`src/rtl/serial_mag_comp_pkg.sv`:
```
// Shared types for the bit-serial magnitude comparator.
// Provides the controller state encoding, the sticky decision encoding and a
// helper that turns a decision into the (greater, lesser, equal) one-hot.
package serial_mag_comp_pkg;

  typedef enum logic [1:0] {
    IDLE = 2'd0,
    RUN  = 2'd1,
    DONE = 2'd2
  } state_t;

  typedef enum logic [1:0] {
    EQ = 2'd0,
    GT = 2'd1,
    LT = 2'd2
  } dec_t;

  // Returns {greater, lesser, equal}; exactly one bit is set for any legal decision.
  function automatic logic [2:0] dec_onehot(input dec_t d);
    logic [2:0] r;
    r = 3'b001;
    case (d)
      GT:      r = 3'b100;
      LT:      r = 3'b010;
      default: r = 3'b001;
    endcase
    return r;
  endfunction

endpackage

```
`src/rtl/serial_mag_comp_if.sv`:
```
// Request/result bundle of the bit-serial magnitude comparator.
// master: drives start and operands, observes results (control logic / bench).
// slave : the comparator itself.
//   start      request pulse, sampled only while the comparator is idle
//   a_in/b_in  unsigned operands captured on acceptance
//   busy       high from the cycle after acceptance through the done cycle
//   done       one-cycle pulse, result outputs valid in that cycle
//   greater/lesser/equal  one-hot result, held until the next completion
//   cycles     bit positions examined for the last result
interface serial_mag_comp_if #(
  parameter int WIDTH = 8
) ();
  localparam int CW = $clog2(WIDTH + 1);

  logic             start;
  logic [WIDTH-1:0] a_in;
  logic [WIDTH-1:0] b_in;
  logic             busy;
  logic             done;
  logic             greater;
  logic             lesser;
  logic             equal;
  logic [CW-1:0]    cycles;

  modport master (
    output start, a_in, b_in,
    input  busy, done, greater, lesser, equal, cycles
  );

  modport slave (
    input  start, a_in, b_in,
    output busy, done, greater, lesser, equal, cycles
  );

endinterface

```
`src/rtl/serial_mag_comp_cell.sv`:
```
// Single-bit comparator cell (purely combinational).
//   a, b  input bits
//   gt    a > b
//   lt    a < b
//   eq    a == b
module cmp_bit_cell (
  input  logic a,
  input  logic b,
  output logic gt,
  output logic lt,
  output logic eq
);

  assign gt = a & ~b;
  assign lt = ~a & b;
  assign eq = ~(a ^ b);

endmodule

```
`src/rtl/serial_mag_comp.sv`:
```
// Bit-serial WIDTH-bit unsigned magnitude comparator.
// Operands are captured on an accepted start and shifted MSB-first through a
// single cmp_bit_cell. The first unequal bit fixes the decision; with
// EARLY_EXIT=1 the scan stops there, otherwise all WIDTH bits are scanned.
//   clk  rising-edge clock
//   rst  synchronous active-high reset
//   bus  serial_mag_comp_if slave port (start/a_in/b_in in, results out)
module serial_mag_comp
  import serial_mag_comp_pkg::*;
#(
  parameter int WIDTH      = 8,
  parameter int EARLY_EXIT = 1
) (
  input  logic             clk,
  input  logic             rst,
  serial_mag_comp_if.slave bus
);

  localparam int CW = $clog2(WIDTH + 1);

  state_t           state, state_nxt;
  dec_t             dec, dec_nxt;
  logic [WIDTH-1:0] sa, sb;
  logic [CW-1:0]    cnt;
  logic [CW-1:0]    examined;

  logic             busy_q, done_q;
  logic             greater_q, lesser_q, equal_q;
  logic [CW-1:0]    cycles_q;

  logic             cell_gt, cell_lt, cell_eq;

  cmp_bit_cell u_cell (
    .a  (sa[WIDTH-1]),
    .b  (sb[WIDTH-1]),
    .gt (cell_gt),
    .lt (cell_lt),
    .eq (cell_eq)
  );

  always_ff @(posedge clk) begin
    if (rst) state <= IDLE;
    else     state <= state_nxt;
  end

  // The decision is sticky: only the first unequal bit may set it.
  always_comb begin
    state_nxt = state;
    dec_nxt   = dec;
    case (state)
      IDLE: begin
        if (bus.start) state_nxt = RUN;
      end
      RUN: begin
        if (dec == EQ && !cell_eq) begin
          if (cell_gt)      dec_nxt = GT;
          else if (cell_lt) dec_nxt = LT;
        end
        if (cnt == CW'(1) || (EARLY_EXIT != 0 && dec == EQ && dec_nxt != EQ))
          state_nxt = DONE;
      end
      DONE: begin
        state_nxt = IDLE;
      end
      default: begin
        state_nxt = IDLE;
      end
    endcase
  end

  // busy/done are registered copies of the state, so they lag it by one
  // cycle; the result registers only change on the DONE cycle.
  always_ff @(posedge clk) begin
    if (rst) begin
      sa        <= '0;
      sb        <= '0;
      cnt       <= '0;
      examined  <= '0;
      dec       <= EQ;
      busy_q    <= 1'b0;
      done_q    <= 1'b0;
      greater_q <= 1'b0;
      lesser_q  <= 1'b0;
      equal_q   <= 1'b0;
      cycles_q  <= '0;
    end else begin
      busy_q <= (state != IDLE);
      done_q <= (state == DONE);
      case (state)
        IDLE: begin
          if (bus.start) begin
            sa       <= bus.a_in;
            sb       <= bus.b_in;
            cnt      <= CW'(WIDTH);
            examined <= '0;
            dec      <= EQ;
          end
        end
        RUN: begin
          sa       <= sa << 1;
          sb       <= sb << 1;
          cnt      <= cnt - CW'(1);
          examined <= examined + CW'(1);
          dec      <= dec_nxt;
        end
        DONE: begin
          {greater_q, lesser_q, equal_q} <= dec_onehot(dec);
          cycles_q <= examined;
        end
        default: begin
          dec <= EQ;
        end
      endcase
    end
  end

  assign bus.busy    = busy_q;
  assign bus.done    = done_q;
  assign bus.greater = greater_q;
  assign bus.lesser  = lesser_q;
  assign bus.equal   = equal_q;
  assign bus.cycles  = cycles_q;

endmodule

```
`src/flat_wrapper.sv`:
```
// flat-port wrapper written by rule: the top's interface ports become plain ports
module serial_mag_comp_flat import serial_mag_comp_pkg::*;
#(
  parameter int WIDTH      = 8,
  parameter int EARLY_EXIT = 1
)
  (clk, rst, bus_start, bus_a_in, bus_b_in, bus_busy, bus_done, bus_greater, bus_lesser, bus_equal, bus_cycles);
  serial_mag_comp_if #(.WIDTH(WIDTH)) bus_i ();
  input  logic clk;
  input  logic rst;
  input wire logic [$bits(bus_i.start)-1:0] bus_start;
  input wire logic [$bits(bus_i.a_in)-1:0] bus_a_in;
  input wire logic [$bits(bus_i.b_in)-1:0] bus_b_in;
  output wire logic [$bits(bus_i.busy)-1:0] bus_busy;
  output wire logic [$bits(bus_i.done)-1:0] bus_done;
  output wire logic [$bits(bus_i.greater)-1:0] bus_greater;
  output wire logic [$bits(bus_i.lesser)-1:0] bus_lesser;
  output wire logic [$bits(bus_i.equal)-1:0] bus_equal;
  output wire logic [$bits(bus_i.cycles)-1:0] bus_cycles;
  assign bus_i.start = bus_start;
  assign bus_i.a_in = bus_a_in;
  assign bus_i.b_in = bus_b_in;
  assign bus_busy = bus_i.busy;
  assign bus_done = bus_i.done;
  assign bus_greater = bus_i.greater;
  assign bus_lesser = bus_i.lesser;
  assign bus_equal = bus_i.equal;
  assign bus_cycles = bus_i.cycles;
  serial_mag_comp #(.WIDTH(WIDTH), .EARLY_EXIT(EARLY_EXIT)) u_core (.clk(clk), .rst(rst), .bus(bus_i));
endmodule
```
`config.mk`:
```
export PLATFORM = sky130hd
export DESIGN_NAME = serial_mag_comp_flat
export DESIGN_NICKNAME = d
export VERILOG_FILES = /design/src/rtl/serial_mag_comp_pkg.sv /design/src/rtl/serial_mag_comp_if.sv /design/src/rtl/serial_mag_comp_cell.sv /design/src/rtl/serial_mag_comp.sv /design/src/flat_wrapper.sv
export SDC_FILE = /design/constraint.sdc
export NUM_CORES = 1
export LEC_CHECK = 0
export ABC_AREA = 0
export CAP_MARGIN = 25
export CORE_ASPECT_RATIO = 0.7
export CORE_MARGIN = 2
export CORE_UTILIZATION = 52
export CTS_BUF_LIST = sky130_fd_sc_hd__clkbuf_4 sky130_fd_sc_hd__clkbuf_8
export DETAILED_ROUTE_END_ITERATION = 8
export HOLD_SLACK_MARGIN = 0.12
export PLACE_DENSITY_LB_ADDON = 0.05
export SLEW_MARGIN = 20
export SYNTH_ARGS = -nofsm -noshare
export SYNTH_HDL_FRONTEND = slang
export SYNTH_SLANG_ARGS = --single-unit
export TNS_END_PERCENT = 1
```
`constraint.sdc`:
```
create_clock -name clk -period 1.8 [get_ports clk]
set_clock_uncertainty 0.1 [all_clocks]
set_input_delay 0.27 -clock clk [delete_from_list [all_inputs] [get_ports clk]]
set_output_delay 0.27 -clock clk [all_outputs]
set_load 0.02 [all_outputs]
```
==> impl_metrics.json, run 1 <==
{
  "status": "complete, no violations",
  "fmax_mhz": 626.3,
  "cp_num_buf_inv": 1,
  "p_switching_mw": 0.7154,
  "coreArea_mm2": 0.003491,
  "drtIter0Drc": 79,
  "synthCells": 200,
  "hold_ws_ps": 356.9,
  "seq_area_frac_synth_pct": 39.49,
  "endpoint_kind": "output pin",
  "ys_ff_latch": 37,
  "first_pass_iters": 4,
  "die_w_um": 75.78,
  "yosysMostFrequentCell": "dfxtp_1",
  "crit_path_start": "u_core.bus.cycles[0]",
  "swShare_pct": 29.52,
  "clock_latency_ps": 290,
  "syn_avg_cell_area_um2": 9.378,
  "ys_async_sr_fraction_pct": 0,
  "grt_pass1_vias": 1423,
  "cp_max_fo": 2,
  "yosys_warnings": 0,
  "hold_buffers": 0,
  "routed_wl_um": 3914,
  "cts_buffers": 5,
  "cp_top_family": "buffers and inverters",
  "synth-xor-area-share_pct": 0,
  "placed_cells": 272,
  "worstMarginPinSlew_ps": 425.6,
  "max_stage_delay_ps": 600,
  "grt_pass1_wl_um": 6368,
  "vias": 1537,
  "slowest_stage": "clkdlybuf4s50_1",
  "io_buffers": 27,
  "power_density_mw_per_mm2": 1043,
  "drive_gt1_share_pct": 19.13,
  "netlist_top_cells_area": "dfxtp_1, a211oi_2, o2bb2ai_1, ha_1, nor2_1",
  "io_pins": 28,
  "synthAdderAreaFrac_pct": 5.337,
  "final.min_clock_period_ps": 1597,
  "drv_slew": 0,
  "synth_cell_types": 43,
  "start_util_pct": 53.73,
  "worst_setup_path_start_kind": "flop",
  "finalSetupTns_ps": 0,
  "synth.net_count": 227,
  "cp_data_arrival_time_ps": 1230,
  "grt_max_degree": 21,
  "power_frac_comb_pct": 27.2,
  "cts_sinks": 37,
  "grtUsageTotal_pct": 20.76,
  "synthMuxAreaShare_pct": 1.601,
  "cts_tree": "yes",
  "final-setup-viol-count": 0,
  "worstReg2RegStart": "u_core.state[1]",
  "grt-ovfl-total": 0,
  "synth-simple-area-share_pct": 20.35,
  "place_area_mm2": 0.002203,
  "synthTopCellsByCount": "dfxtp_1, nor2_1, nand2_1",
  "min_path_type": "flop to flop",
  "clk_path_buf_depth": 2,
  "internal_power_mw": 1.708,
  "cp_cell_sequence": "clkdlybuf4s50_1",
  "synth_top_area_share_pct": 39.49,
  "total_power_mw": 2.424,
  "clkPwrFrac_pct": 31.3,
  "fin_crit_sh_pct": 88.71,
  "fill_cells": 278,
  "antenna_found_initial": 0,
  "critPathKind": "flop to output pin",
  "cts_resized": 0,
  "synth.largest_area_cell": "dfxtp_1",
  "dieArea_mm2": 0.004111,
  "root_buffer": "clkbuf_8",
  "globalplace.congestion": 0.7275,
  "detail-route-antenna-nets": 0,
  "htreeDepth": 2,
  "instances_no_fill": 280,
  "syn_to_final_growth_pct": 23.88,
  "synthesis.area_mm2": 0.001876,
  "routedWlPerCell_um": 13.98,
  "post-route-drc-count": 0,
  "peakVddDrop_v": 0.0006807,
  "p_seq_share_pct": 41.5,
  "worstHoldStart": "u_core.bus.cycles[3]",
  "synth_compound_area_share_pct": 25.55,
  "diodes": 0,
  "synth_edf_count": 0,
  "dp_hpwl_um": 2856,
  "hold_violations": 0,
  "p_leak_nw": 0.8605,
  "synthFlopType": "dfxtp_1",
  "core.rowCount": 18,
  "clkTransAtPathRegs_ps": 70,
  "maxCapViolations": 0,
  "relSlewSlack_pct": 71.57,
  "grt_setup_unrepaired": "false",
  "final_cell_area_mm2": 0.002323,
  "vias_per_cell": 5.489,
  "nets": 256,
  "synth_top_family_by_area": "compound AO/OA/AOI/OAI gates",
  "fp.dieH_um": 54.25,
  "worst_ep_required_time_ps": 1430,
  "cts_setup_buffers": 0
}
-- power groups by stage --
stage	Clock, mW	Sequential (mW)	Combinational [mW]
floorplan	0	1.00	0.519
global placement	0	1.02	0.636
detailed placement	0	1.02	0.658
CTS	0.767	1.00	0.661
global route	0.805	1.01	0.731
finish	0.758	1.01	0.659
-- flip-flops by register name (all words and copies together), names as in the netlist --
name	flops
u_core.sb	8
u_core.dec	2
u_core.cnt	4
u_core.examined	4
u_core.bus.greater	1
u_core.sa	8
u_core.bus.done	1
u_core.state	2
u_core.bus.lesser	1
u_core.bus.equal	1
u_core.bus.busy	1
u_core.bus.cycles	4
-- per-layer routing --
layer / share of wire [%] / vias to the layer above / track usage, % / routed length (um)
met5: 0 / - / 0 / 0
met4: 1.2 / 0 / 6.433 / 46
met3: 4.4 / 6 / 5.525 / 173
met2: 45 / 33 / 31.90 / 1748
met1: 50 / 728 / 28.70 / 1946
li1: - / 770 / - / -
-- per-stage QoR --
step	utilization [%]	setup slack [ps]
after floorplan	-	494.0
after global placement	63.12	161.3
after detailed placement	63.12	86.64
after CTS	66.56	200.3
after global routing	66.56	156.2
final	66.56	203.3
-- cells in the final DEF (no fill, tap or decap), types with 8 or more instances in the layout --
cell type	instances
nor2_2	10
a211oi_2	10
dfxtp_1	37
nand2_1	14
a21oi_1	8
ha_1	8
inv_1	8
o2bb2ai_1	12
nor2_1	25
clkdlybuf4s50_1	27
-- final timing paths --
check,end,slack (ps),cells after the start
setup reg to reg,u_core.examined[3],340,3
setup / recovery,bus_cycles[0],200,1
hold reg to reg,u_core.bus.cycles[3],360,2
hold / removal,u_core.bus.cycles[3],360,2
-- cell families after synthesis --
logic type | count (synthesis)
and+or+nand+nor | 74
AOI/OAI and AO/OA | 55
DFF | 37
buffers and inverters | 23
adders and majority gates | 8
muxes | 3
-- layout make-up --
cell class / count / area (um^2) / area share [%]
clock buffer: 7 / 90.09 / 3.877
clock inverter: 1 / 30.03 / 1.292
inverter: 9 / 33.78 / 1.454
multi-input combinational: 140 / 991.0 / 42.65
sequential: 37 / 740.7 / 31.88
tap: 50 / 62.56 / 2.693
timing repair buffer: 36 / 375.4 / 16.16
(Power assumes the default switching activity.)
==> inputs of run 2 (changes only) <==
--- a/config.mk
+++ b/config.mk
@@ -6,7 +6,7 @@
 export NUM_CORES = 1
 export LEC_CHECK = 0
 export ABC_AREA = 0
-export CAP_MARGIN = 25
+export CAP_MARGIN = 10
 export CORE_ASPECT_RATIO = 0.7
 export CORE_MARGIN = 2
 export CORE_UTILIZATION = 52
@@ -14,6 +14,7 @@
 export DETAILED_ROUTE_END_ITERATION = 8
 export HOLD_SLACK_MARGIN = 0.12
 export PLACE_DENSITY_LB_ADDON = 0.05
+export SKIP_CTS_REPAIR_TIMING = 1
 export SLEW_MARGIN = 20
 export SYNTH_ARGS = -nofsm -noshare
 export SYNTH_HDL_FRONTEND = slang
==> results of run 2 <==
No change in the layout: final DEF, timing and power equal those of run 1.
